<file path="config.mk">
export PLATFORM = sky130hd
export DESIGN_NAME = vend_session_ctrl_flat
export DESIGN_NICKNAME = d
export VERILOG_FILES = /design/src/rtl/vend_session_ctrl_if.sv /design/src/rtl/vend_session_ctrl.sv /design/src/flat_wrapper.sv
export SDC_FILE = /design/constraint.sdc
export NUM_CORES = 1
export LEC_CHECK = 0
export ABC_AREA = 0
export CORE_ASPECT_RATIO = 0.75
export CORE_MARGIN = 3
export CORE_UTILIZATION = 55
export CTS_BUF_LIST = sky130_fd_sc_hd__clkbuf_8
export CTS_CLUSTER_SIZE = 16
export DETAILED_ROUTE_END_ITERATION = 8
export PLACE_DENSITY = 0.73
export SYNTH_ARGS = -nofsm -noshare
export SYNTH_HDL_FRONTEND = slang
export SYNTH_SLANG_ARGS = --single-unit
</file>
<file path="constraint.sdc">
create_clock -name clk -period 9.2 [get_ports clk]
set_clock_uncertainty 0.2 [all_clocks]
set_input_delay 1.84 -clock clk [delete_from_list [all_inputs] [get_ports clk]]
set_output_delay 1.84 -clock clk [all_outputs]
set_load 0.005 [all_outputs]
</file>
<file path="src/rtl/vend_session_ctrl_if.sv">
// Pulse inputs and display/payout outputs of the vending session sequencer.
// The master drives the front-end pulses and the slave is the sequencer.
interface vend_session_ctrl_if;
  logic       coin5_pulse;
  logic       coin10_pulse;
  logic       check_pulse;
  logic       count_pulse;
  logic       cancel_pulse;
  logic [2:0] state;
  logic [5:0] credit;
  logic [3:0] qty;
  logic [3:0] max_qty;
  logic       release_led;
  logic       pay10;
  logic       pay5;
  logic       coin_reject;

  modport master (
    output coin5_pulse, coin10_pulse, check_pulse, count_pulse, cancel_pulse,
    input  state, credit, qty, max_qty, release_led, pay10, pay5, coin_reject
  );

  modport slave (
    input  coin5_pulse, coin10_pulse, check_pulse, count_pulse, cancel_pulse,
    output state, credit, qty, max_qty, release_led, pay10, pay5, coin_reject
  );
endinterface

</file>
<file path="src/rtl/vend_session_ctrl.sv">
// Vending transaction sequencer: deposit with timeout, quantity selection, release,
// and one-coin-per-step change payout. Every output is registered.
module vend_session_ctrl #(
  parameter int MAX_CREDIT  = 50,
  parameter int PRICE       = 5,
  parameter int TIMEOUT_CYC = 18000,
  parameter int RELEASE_CYC = 4,
  parameter int PAYOUT_CYC  = 8
) (
  input  logic                 clk,
  input  logic                 rst,
  vend_session_ctrl_if.slave   bus
);

  typedef enum logic [2:0] {
    S_IDLE    = 3'd0,
    S_DEPOSIT = 3'd1,
    S_AMOUNT  = 3'd2,
    S_RELEASE = 3'd3,
    S_CHANGE  = 3'd4
  } state_e;

  localparam int TW = $clog2(TIMEOUT_CYC + 1);
  localparam int RW = $clog2(RELEASE_CYC + 1);
  localparam int PW = $clog2(PAYOUT_CYC + 1);

  localparam logic [5:0]    MAXC     = 6'(MAX_CREDIT);
  localparam logic [5:0]    PRICE_W  = 6'(PRICE);
  localparam logic [TW-1:0] TMO_LAST = TW'(TIMEOUT_CYC - 1);
  localparam logic [RW-1:0] REL_LAST = RW'(RELEASE_CYC - 1);
  localparam logic [PW-1:0] PAY_LAST = PW'(PAYOUT_CYC - 1);

  state_e        state_q, state_d;
  logic [5:0]    credit_q, credit_d;
  logic [3:0]    qty_q, qty_d;
  logic [3:0]    max_qty_q, max_qty_d;
  logic          release_led_q, release_led_d;
  logic          pay10_q, pay10_d;
  logic          pay5_q, pay5_d;
  logic          coin_reject_q, coin_reject_d;
  logic [TW-1:0] tmo_q, tmo_d;
  logic [RW-1:0] rel_q, rel_d;
  logic [PW-1:0] pay_q, pay_d;

  logic       coin_any;
  logic       any_pulse;
  logic [6:0] sum;

  always_comb begin
    coin_any  = bus.coin5_pulse | bus.coin10_pulse;
    any_pulse = coin_any | bus.check_pulse | bus.count_pulse | bus.cancel_pulse;
    sum       = {1'b0, credit_q} + (bus.coin10_pulse ? 7'd10 : 7'd5);

    state_d       = state_q;
    credit_d      = credit_q;
    qty_d         = qty_q;
    tmo_d         = tmo_q;
    rel_d         = rel_q;
    pay_d         = pay_q;
    pay10_d       = 1'b0;
    pay5_d        = 1'b0;
    coin_reject_d = 1'b0;

    case (state_q)
      S_IDLE: begin
        state_d  = S_DEPOSIT;
        credit_d = '0;
        qty_d    = '0;
        tmo_d    = '0;
        if (coin_any) begin
          credit_d      = bus.coin10_pulse ? 6'd10 : 6'd5;
          coin_reject_d = bus.coin5_pulse & bus.coin10_pulse;
        end
      end

      S_DEPOSIT: begin
        tmo_d = any_pulse ? '0 : tmo_q + 1'b1;
        // A coin that loses to a higher-priority event is not credited, so flag it.
        if (bus.cancel_pulse || tmo_q == TMO_LAST) begin
          state_d       = S_CHANGE;
          pay_d         = '0;
          coin_reject_d = coin_any;
        end else if (bus.check_pulse && credit_q >= PRICE_W) begin
          state_d       = S_AMOUNT;
          qty_d         = max_qty_q;
          coin_reject_d = coin_any;
        end else if (coin_any) begin
          coin_reject_d = (bus.coin5_pulse & bus.coin10_pulse) | (credit_q == MAXC);
          credit_d      = (sum > {1'b0, MAXC}) ? MAXC : sum[5:0];
        end
      end

      S_AMOUNT: begin
        coin_reject_d = coin_any;
        if (bus.cancel_pulse) begin
          state_d = S_CHANGE;
          qty_d   = '0;
          pay_d   = '0;
        end else if (bus.check_pulse) begin
          state_d = S_RELEASE;
          rel_d   = '0;
        end else if (bus.count_pulse) begin
          qty_d = (qty_q <= 4'd1) ? max_qty_q : qty_q - 4'd1;
        end
      end

      S_RELEASE: begin
        coin_reject_d = coin_any;
        if (rel_q == REL_LAST) begin
          state_d  = S_CHANGE;
          credit_d = credit_q - ({2'b00, qty_q} * PRICE_W);
          qty_d    = '0;
          pay_d    = '0;
        end else begin
          rel_d = rel_q + 1'b1;
        end
      end

      S_CHANGE: begin
        coin_reject_d = coin_any;
        if (pay_q == PAY_LAST) begin
          pay_d = '0;
          if (credit_q >= 6'd10) begin
            pay10_d  = 1'b1;
            credit_d = credit_q - 6'd10;
          end else if (credit_q >= 6'd5) begin
            pay5_d   = 1'b1;
            credit_d = credit_q - 6'd5;
          end else begin
            state_d  = S_IDLE;
            credit_d = '0;
          end
        end else begin
          pay_d = pay_q + 1'b1;
        end
      end

      default: begin
        state_d  = S_IDLE;
        credit_d = '0;
        qty_d    = '0;
        tmo_d    = '0;
        rel_d    = '0;
        pay_d    = '0;
      end
    endcase

    max_qty_d     = (state_d == S_DEPOSIT || state_d == S_AMOUNT) ? 4'(credit_d / PRICE_W) : '0;
    release_led_d = (state_d == S_RELEASE);
  end

  always_ff @(posedge clk) begin
    if (!rst) begin
      state_q       <= S_IDLE;
      credit_q      <= '0;
      qty_q         <= '0;
      max_qty_q     <= '0;
      release_led_q <= 1'b0;
      pay10_q       <= 1'b0;
      pay5_q        <= 1'b0;
      coin_reject_q <= 1'b0;
      tmo_q         <= '0;
      rel_q         <= '0;
      pay_q         <= '0;
    end else begin
      state_q       <= state_d;
      credit_q      <= credit_d;
      qty_q         <= qty_d;
      max_qty_q     <= max_qty_d;
      release_led_q <= release_led_d;
      pay10_q       <= pay10_d;
      pay5_q        <= pay5_d;
      coin_reject_q <= coin_reject_d;
      tmo_q         <= tmo_d;
      rel_q         <= rel_d;
      pay_q         <= pay_d;
    end
  end

  assign bus.state       = state_q;
  assign bus.credit      = credit_q;
  assign bus.qty         = qty_q;
  assign bus.max_qty     = max_qty_q;
  assign bus.release_led = release_led_q;
  assign bus.pay10       = pay10_q;
  assign bus.pay5        = pay5_q;
  assign bus.coin_reject = coin_reject_q;

endmodule

</file>
<file path="src/flat_wrapper.sv">
// flat-port wrapper written by rule: the top's interface ports become plain ports
module vend_session_ctrl_flat 
#(
  parameter int MAX_CREDIT  = 50,
  parameter int PRICE       = 5,
  parameter int TIMEOUT_CYC = 18000,
  parameter int RELEASE_CYC = 4,
  parameter int PAYOUT_CYC  = 8
)
  (clk, rst, bus_coin5_pulse, bus_coin10_pulse, bus_check_pulse, bus_count_pulse, bus_cancel_pulse, bus_state, bus_credit, bus_qty, bus_max_qty, bus_release_led, bus_pay10, bus_pay5, bus_coin_reject);
  vend_session_ctrl_if bus_i ();
  input  logic clk;
  input  logic rst;
  input wire logic [$bits(bus_i.coin5_pulse)-1:0] bus_coin5_pulse;
  input wire logic [$bits(bus_i.coin10_pulse)-1:0] bus_coin10_pulse;
  input wire logic [$bits(bus_i.check_pulse)-1:0] bus_check_pulse;
  input wire logic [$bits(bus_i.count_pulse)-1:0] bus_count_pulse;
  input wire logic [$bits(bus_i.cancel_pulse)-1:0] bus_cancel_pulse;
  output wire logic [$bits(bus_i.state)-1:0] bus_state;
  output wire logic [$bits(bus_i.credit)-1:0] bus_credit;
  output wire logic [$bits(bus_i.qty)-1:0] bus_qty;
  output wire logic [$bits(bus_i.max_qty)-1:0] bus_max_qty;
  output wire logic [$bits(bus_i.release_led)-1:0] bus_release_led;
  output wire logic [$bits(bus_i.pay10)-1:0] bus_pay10;
  output wire logic [$bits(bus_i.pay5)-1:0] bus_pay5;
  output wire logic [$bits(bus_i.coin_reject)-1:0] bus_coin_reject;
  assign bus_i.coin5_pulse = bus_coin5_pulse;
  assign bus_i.coin10_pulse = bus_coin10_pulse;
  assign bus_i.check_pulse = bus_check_pulse;
  assign bus_i.count_pulse = bus_count_pulse;
  assign bus_i.cancel_pulse = bus_cancel_pulse;
  assign bus_state = bus_i.state;
  assign bus_credit = bus_i.credit;
  assign bus_qty = bus_i.qty;
  assign bus_max_qty = bus_i.max_qty;
  assign bus_release_led = bus_i.release_led;
  assign bus_pay10 = bus_i.pay10;
  assign bus_pay5 = bus_i.pay5;
  assign bus_coin_reject = bus_i.coin_reject;
  vend_session_ctrl #(.MAX_CREDIT(MAX_CREDIT), .PRICE(PRICE), .TIMEOUT_CYC(TIMEOUT_CYC), .RELEASE_CYC(RELEASE_CYC), .PAYOUT_CYC(PAYOUT_CYC)) u_core (.clk(clk), .rst(rst), .bus(bus_i));
endmodule
</file>
==> results of run 1 <==
## final timing paths
kind                            cells after the start               from  slack [ps]                    end
worst max-delay path                               20   bus_coin10_pulse        2680  u_core.bus.max_qty[0]
worst min-delay path                                2    u_core.rel_q[1]         300        u_core.rel_q[1]
worst max register to register                     16  u_core.bus.qty[1]        4160  u_core.bus.max_qty[0]
worst min register to register                      2    u_core.rel_q[1]         300        u_core.rel_q[1]
## worst register-to-register path: cells and delay by family, from the launching register on
family	cells	cell delay, ps
AO/OA/AOI/OAI	8	2580
flip-flops	1	500
XOR/XNOR	1	150
buffers and inverters	1	80
adder cells (fa/ha/maj)	4	1290
AND/OR/NAND/NOR	2	180
## metrics by stage
| step | area (sq um) | setup slack (ps) |
|---|---|---|
| after floorplan | 3790 | 3500 |
| after global placement | 4000 | 2740 |
| after detailed placement | 4000 | 2440 |
| after CTS | 4090 | 2760 |
| after global routing | 4090 | 2430 |
| final | 4090 | 2680 |
## metal layers
layer | track usage | part of all wire | vias up
met4 | 0.0590 | 0.012 | 0
met2 | 0.378 | 0.41 | 208
li1 | - | - | 1794
met5 | 0 | 0 | -
met3 | 0.0638 | 0.10 | 20
met1 | 0.415 | 0.47 | 1698
## report_power, final
group,internal [mW],switching (mW)
Clock,0.0543,0.0718
Sequential,0.194,0.0222
Combinational,0.0930,0.119
## logic make-up after synthesis
group | Yosys count | synth area share
fa+ha+maj | 29 | 0.104
buf+inv | 52 | 0.0703
xor+xnor | 15 | 0.0347
compound gates | 153 | 0.278
simple gates | 185 | 0.272
flops | 43 | 0.227
mux | 5 | 0.0142
## cell type report
type	instances	area [sq um]	area share
multi-input combinational	387	2660	0.651
sequential	43	861	0.210
timing repair buffer	28	278	0.0679
tap	81	101	0.0248
inverter	25	93.8	0.0229
clock buffer	5	68.8	0.0168
clock inverter	3	23.8	0.00581
## state kept, by name, indices dropped and copies added (netlist names)
name and count:
u_core.tmo_q 15, u_core.bus.credit 6, u_core.bus.max_qty 4, u_core.bus.qty 4, u_core.pay_q 4, u_core.bus.state 3, u_core.rel_q 3, u_core.bus.coin_reject 1
u_core.bus.pay10 1, u_core.bus.pay5 1, u_core.bus.release_led 1
## cells in the final DEF, fill, tap and decap left out, drive strengths merged, types with 4 or more instances in the layout
| cell | instances |
|---|---|
| clkbuf | 5 |
| nor2 | 35 |
| dfxtp | 43 |
| clkdlybuf4s50 | 27 |
| a21oi | 31 |
| inv | 26 |
| mux2i | 5 |
| nor3 | 16 |
| nand4b | 5 |
| a22oi | 4 |
| nand3 | 15 |
| a31oi | 10 |
| nand4 | 4 |
| o21ai | 39 |
| a21boi | 14 |
| a21o | 4 |
| nand2 | 37 |
| o211ai | 5 |
| and2 | 11 |
| and3 | 13 |
| xnor2 | 11 |
| xor2 | 4 |
| nand2b | 8 |
| nor2b | 11 |
| or3 | 9 |
| a211oi | 4 |
| fa | 4 |
| ha | 25 |
==> flow_summary.toml, run 1 <==
[status]
status = "complete, no violations"

[grt]
antenna_found_initial = 0
grt_max_degree = 31
grt.total_usage = 0.270
grt-ovfl-total = 0
grt_pass1_wl_mm = 17.4
grt_pass1_vias = 3587

[synthesis]
ys_seq_area_frac = 0.227
synth.distinct_cells = 81
yosys.area.top_type = "dfxtp_1"
async_reset_ff_frac = 0
synth_area_leaders = "dfxtp_1 23%, ha_1 8.3%, o21ai_0 5.1%"
ys_ff_latch = 43
synth_common_cells = "43 x dfxtp_1, 39 x o21ai_0, 37 x nand2_1, 33 x nor2_1, 31 x a21oi_1"
ys.flop_type = "dfxtp_1"
synth_nets = 518
yosysMostFrequentCell = "dfxtp_1"
yosys_warnings = 0
syn-cell-area_sq_um = 3790
synth_edf_count = 0
avgSynthCellArea_sq_um = 7.87
synth_cells = 482
yosysTopAreaCellShare = 0.227

[setup_path]
cp_cell_sequence = "clkdlybuf4s50_1 > inv_1 > ha_1 > inv_1 > fa_1 > nand2b_1 > a21oi_1 > xnor2_1 > a31oi_1 > and4bb_2 > or3_1 > nor2_4 > xnor2_1 > nor2_1 > a21oi_1 > ha_1 > nor3_1 > a31oi_1 > nand4_1 > a31oi_1"
path_buf_inv = 3
crit_path_end_kind = "flop"
critPathMaxFanout = 12
crit_family = "simple AND/OR/NAND/NOR gates"
critPathSlowestCell = "clkdlybuf4s50_1"
worstPathArrival_ps = 6570
path_class = "in -> reg"
cp_common_cell = "a31oi_1"
cpPeakStageDelay_ps = 640
required_ps = 9240
start_kind = "input pin"

[placement]
dp.cells = 564
io_buffers = 27
place_hpwl_mm = 7.56
gp_congestion = 0.894

[sta]
maxSlewViolCount = 0
rsz0062_at_grt = "false"
worst_pin_slew_ps = 979
period_needed_ps = 6520
period_share = 0.709
setup_viol = 0
slew_headroom = 0.343
hold_violations = 0
setup_tns_ps = 0
fmax_mhz = 153
whs_ps = 301

[clock_network]
cts_hold_buf = 0
clockBufferDepth = 2
ctsHtreeMaxLevel = 2
cts_setup_buffers = 0
clock_latency_ps = 310
clkTransAtPathRegs_ps = 90
cts_tree = "done"
cts_made_buffers = 5
cts_resized = 0
clock-sinks = 43
root_buffer = "clkbuf_8"

[route]
wire_per_inst_um = 17.5
via_per_inst = 6.50
num_vias = 3720
dr.pass1.iters = 5
drt_iter0_drc = 346
antenna_left = 0
drt_wl_total_mm = 10.0
drc = 0

[final_layout]
fin_cells = 572
nets = 526
fill_cells = 550
antennaDiodeCount = 0
utilization = 0.632
drive_gt1_frac = 0.0611
syn2layout_area_growth_pct = 7.89

[floorplan]
die-area_sq_um = 7940
die_w_um = 102
initial_core_util = 0.586
core_sq_um = 6470
die_h_um = 77.9
io_pins = 28
num_rows = 25

[pwr]
p_total_mw = 0.554
cellPowerDensity_nw_per_um2 = 135
ir_drop_mv = 0.0861
p_leak_nw = 1.54

[hold_path]
hp-class = "reg -> reg"

[run]
drv_cap = 0
(Power assumes the default switching activity.)
==> inputs of run 2 (changes only) <==
PLACE_DENSITY = 0.76   (was 0.73)
clock period = 5.45 ns   (was 9.2 ns; I/O delays follow)
==> run 2 against run 1 <==
Effect of this change:
- via count is 2.2% higher
- utilization is 1.0 points higher
- largest cell class unchanged
- wire length is 2.8% higher
- sequential share of layout area is 0.34 points lower
- die area stayed put
- combinational power is 78% higher
==> flow_summary.toml, run 2 (synthesis results as in run 1) <==
[route]
dr.pass1.iters = 6
antenna_left = 0
drt_wl_total_mm = 10.3
wire_per_inst_um = 17.8
drt_iter0_drc = 288
via_per_inst = 6.59
num_vias = 3800
drc = 0

[sta]
period_share = 0.944
setup_viol = 0
worst_pin_slew_ps = 940
fmax_mhz = 194
slew_headroom = 0.371
setup_ws_ps = 303
maxSlewViolCount = 0
rsz0062_at_grt = "false"
setup_tns_ps = 0
period_needed_ps = 5150
hold_violations = 0

[final_layout]
top_register = "u_core.tmo_q"
syn2layout_area_growth_pct = 9.64
fill_cells = 577
antennaDiodeCount = 0
largest_reg_flops = 15
drive_gt1_frac = 0.0746
utilization = 0.642
mostFrequentLayoutCells = "43 x dfxtp_1, 39 x o21ai_0, 37 x nand2_1"
nets = 531
layout_commonest_cell = "dfxtp_1"

[pwr]
ir_drop_mv = 0.152
p_leak_nw = 1.58
cellPowerDensity_nw_per_um2 = 240
p_total_mw = 0.997

[floorplan]
die-area_sq_um = 7940
die_w_um = 102
io_pins = 28
initial_core_util = 0.586
num_rows = 25
die_h_um = 77.9
core_sq_um = 6470

[setup_path]
critPathSlowestCell = "or3_1"
r2r-end = "u_core.bus.max_qty[0]"
required_ps = 5490
cp_cell_sequence = "clkdlybuf4s50_1 > inv_1 > ha_1 > inv_1 > fa_1 > nand2b_1 > a21oi_2 > xnor2_1 > a31oi_1 > and4bb_2 > or3_1 > nor2_4 > nand2_1 > o21ai_0 > a21oi_1 > ha_1 > a2111o_1 > a31o_2 > a31oi_1"
crit_start = "bus_coin10_pulse"
start_kind = "input pin"
r2r_slack_ps = 840
worstRegToRegCells = 17
path_class = "in -> reg"
worstPathArrival_ps = 5190
critPathMaxFanout = 7
cpPeakStageDelay_ps = 480
r2r-start = "u_core.bus.credit[0]"
crit_path_end_kind = "flop"
critPathCapture = "u_core.bus.max_qty[0]"

[grt]
grt-ovfl-total = 0
grt_pass1_wl_mm = 16.7
grt_pass1_vias = 3378
grt.total_usage = 0.263
antenna_found_initial = 0
grt_max_degree = 31

[run]
drv_cap = 0

[clock_network]
root_buffer = "clkbuf_8"
clkTransAtPathRegs_ps = 90
cts_resized = 0
ctsHtreeMaxLevel = 2
cts_hold_buf = 0
cts_tree = "done"
clock_latency_ps = 300
clockBufferDepth = 2
cts_made_buffers = 5
clock-sinks = 43
cts_setup_buffers = 0

[hold_path]
hp-start = "u_core.rel_q[1]"
hp-class = "reg -> reg"

[placement]
post-place-ws_ps = -43.9
place_hpwl_mm = 7.51
gp_congestion = 0.929
io_buffers = 27

[status]
status = "complete, no violations"
-- run 2: cell types whose count changed in the layout (fill, tap and decap cells not counted) --
| cell | change |
|---|---|
| buf_4 | +5 |
| a21oi_1 | -1 |
| a21oi_2 | +1 |
| bufinv_16 | +1 |
| clkinvlp_4 | -1 |
| ha_1 | -1 |
| ha_2 | +1 |
-- run 2: per-stage QoR --
step                      instances  cell area [sq um]  hold slack (ps)
after global placement          569               4040              276
after global routing            577               4160              337
after detailed placement        569               4040              283
after floorplan                 482               3790              256
after CTS                       577               4150              296
final                           577               4160              291
-- run 2: per-layer routing --
| metal | track usage | vias to the layer above | routed length, um |
|---|---|---|---|
| met5 | 0 | - | 0 |
| met4 | 0.0629 | 0 | 152 |
| met3 | 0.0404 | 17 | 741 |
| met2 | 0.380 | 171 | 4430 |
| met1 | 0.407 | 1799 | 4970 |
| li1 | - | 1813 | - |
-- run 2: critical path: cells and delay by family --
kind	cells	cell delay, ps
XOR/XNOR	1	180
adder cells (fa/ha/maj)	3	790
AO/OA/AOI/OAI	7	1300
buffers and inverters	3	580
AND/OR/NAND/NOR	5	1240
-- run 2: worst min path at each step --
stage,endpoint,slack [ps],cells after the start
3_3_place_gp,u_core.rel_q[1],280,2
6_report,u_core.rel_q[1],290,2
5_1_grt,u_core.rel_q[1],340,2
3_5_place_dp,u_core.rel_q[1],280,2
2_1_floorplan,u_core.rel_q[1],260,2
4_1_cts,u_core.rel_q[1],300,2
-- run 2: final cells by class --
class | instances | area [sq um] | area share
sequential | 43 | 861 | 0.207
timing repair buffer | 33 | 315 | 0.0759
tap | 81 | 101 | 0.0244
clock buffer | 5 | 68.8 | 0.0166
clock inverter | 3 | 46.3 | 0.0111
multi-input combinational | 387 | 2670 | 0.642
inverter | 25 | 93.8 | 0.0226
-- run 2: power by group --
| group | internal [mW] | switching (mW) | leakage (nW) | total [mW] |
|---|---|---|---|---|
| Combinational | 0.164 | 0.213 | 1.18 | 0.377 |
| Clock | 0.138 | 0.121 | 0.0548 | 0.259 |
| Sequential | 0.327 | 0.0336 | 0.348 | 0.360 |
| Total | 0.629 | 0.368 | 1.58 | 0.997 |
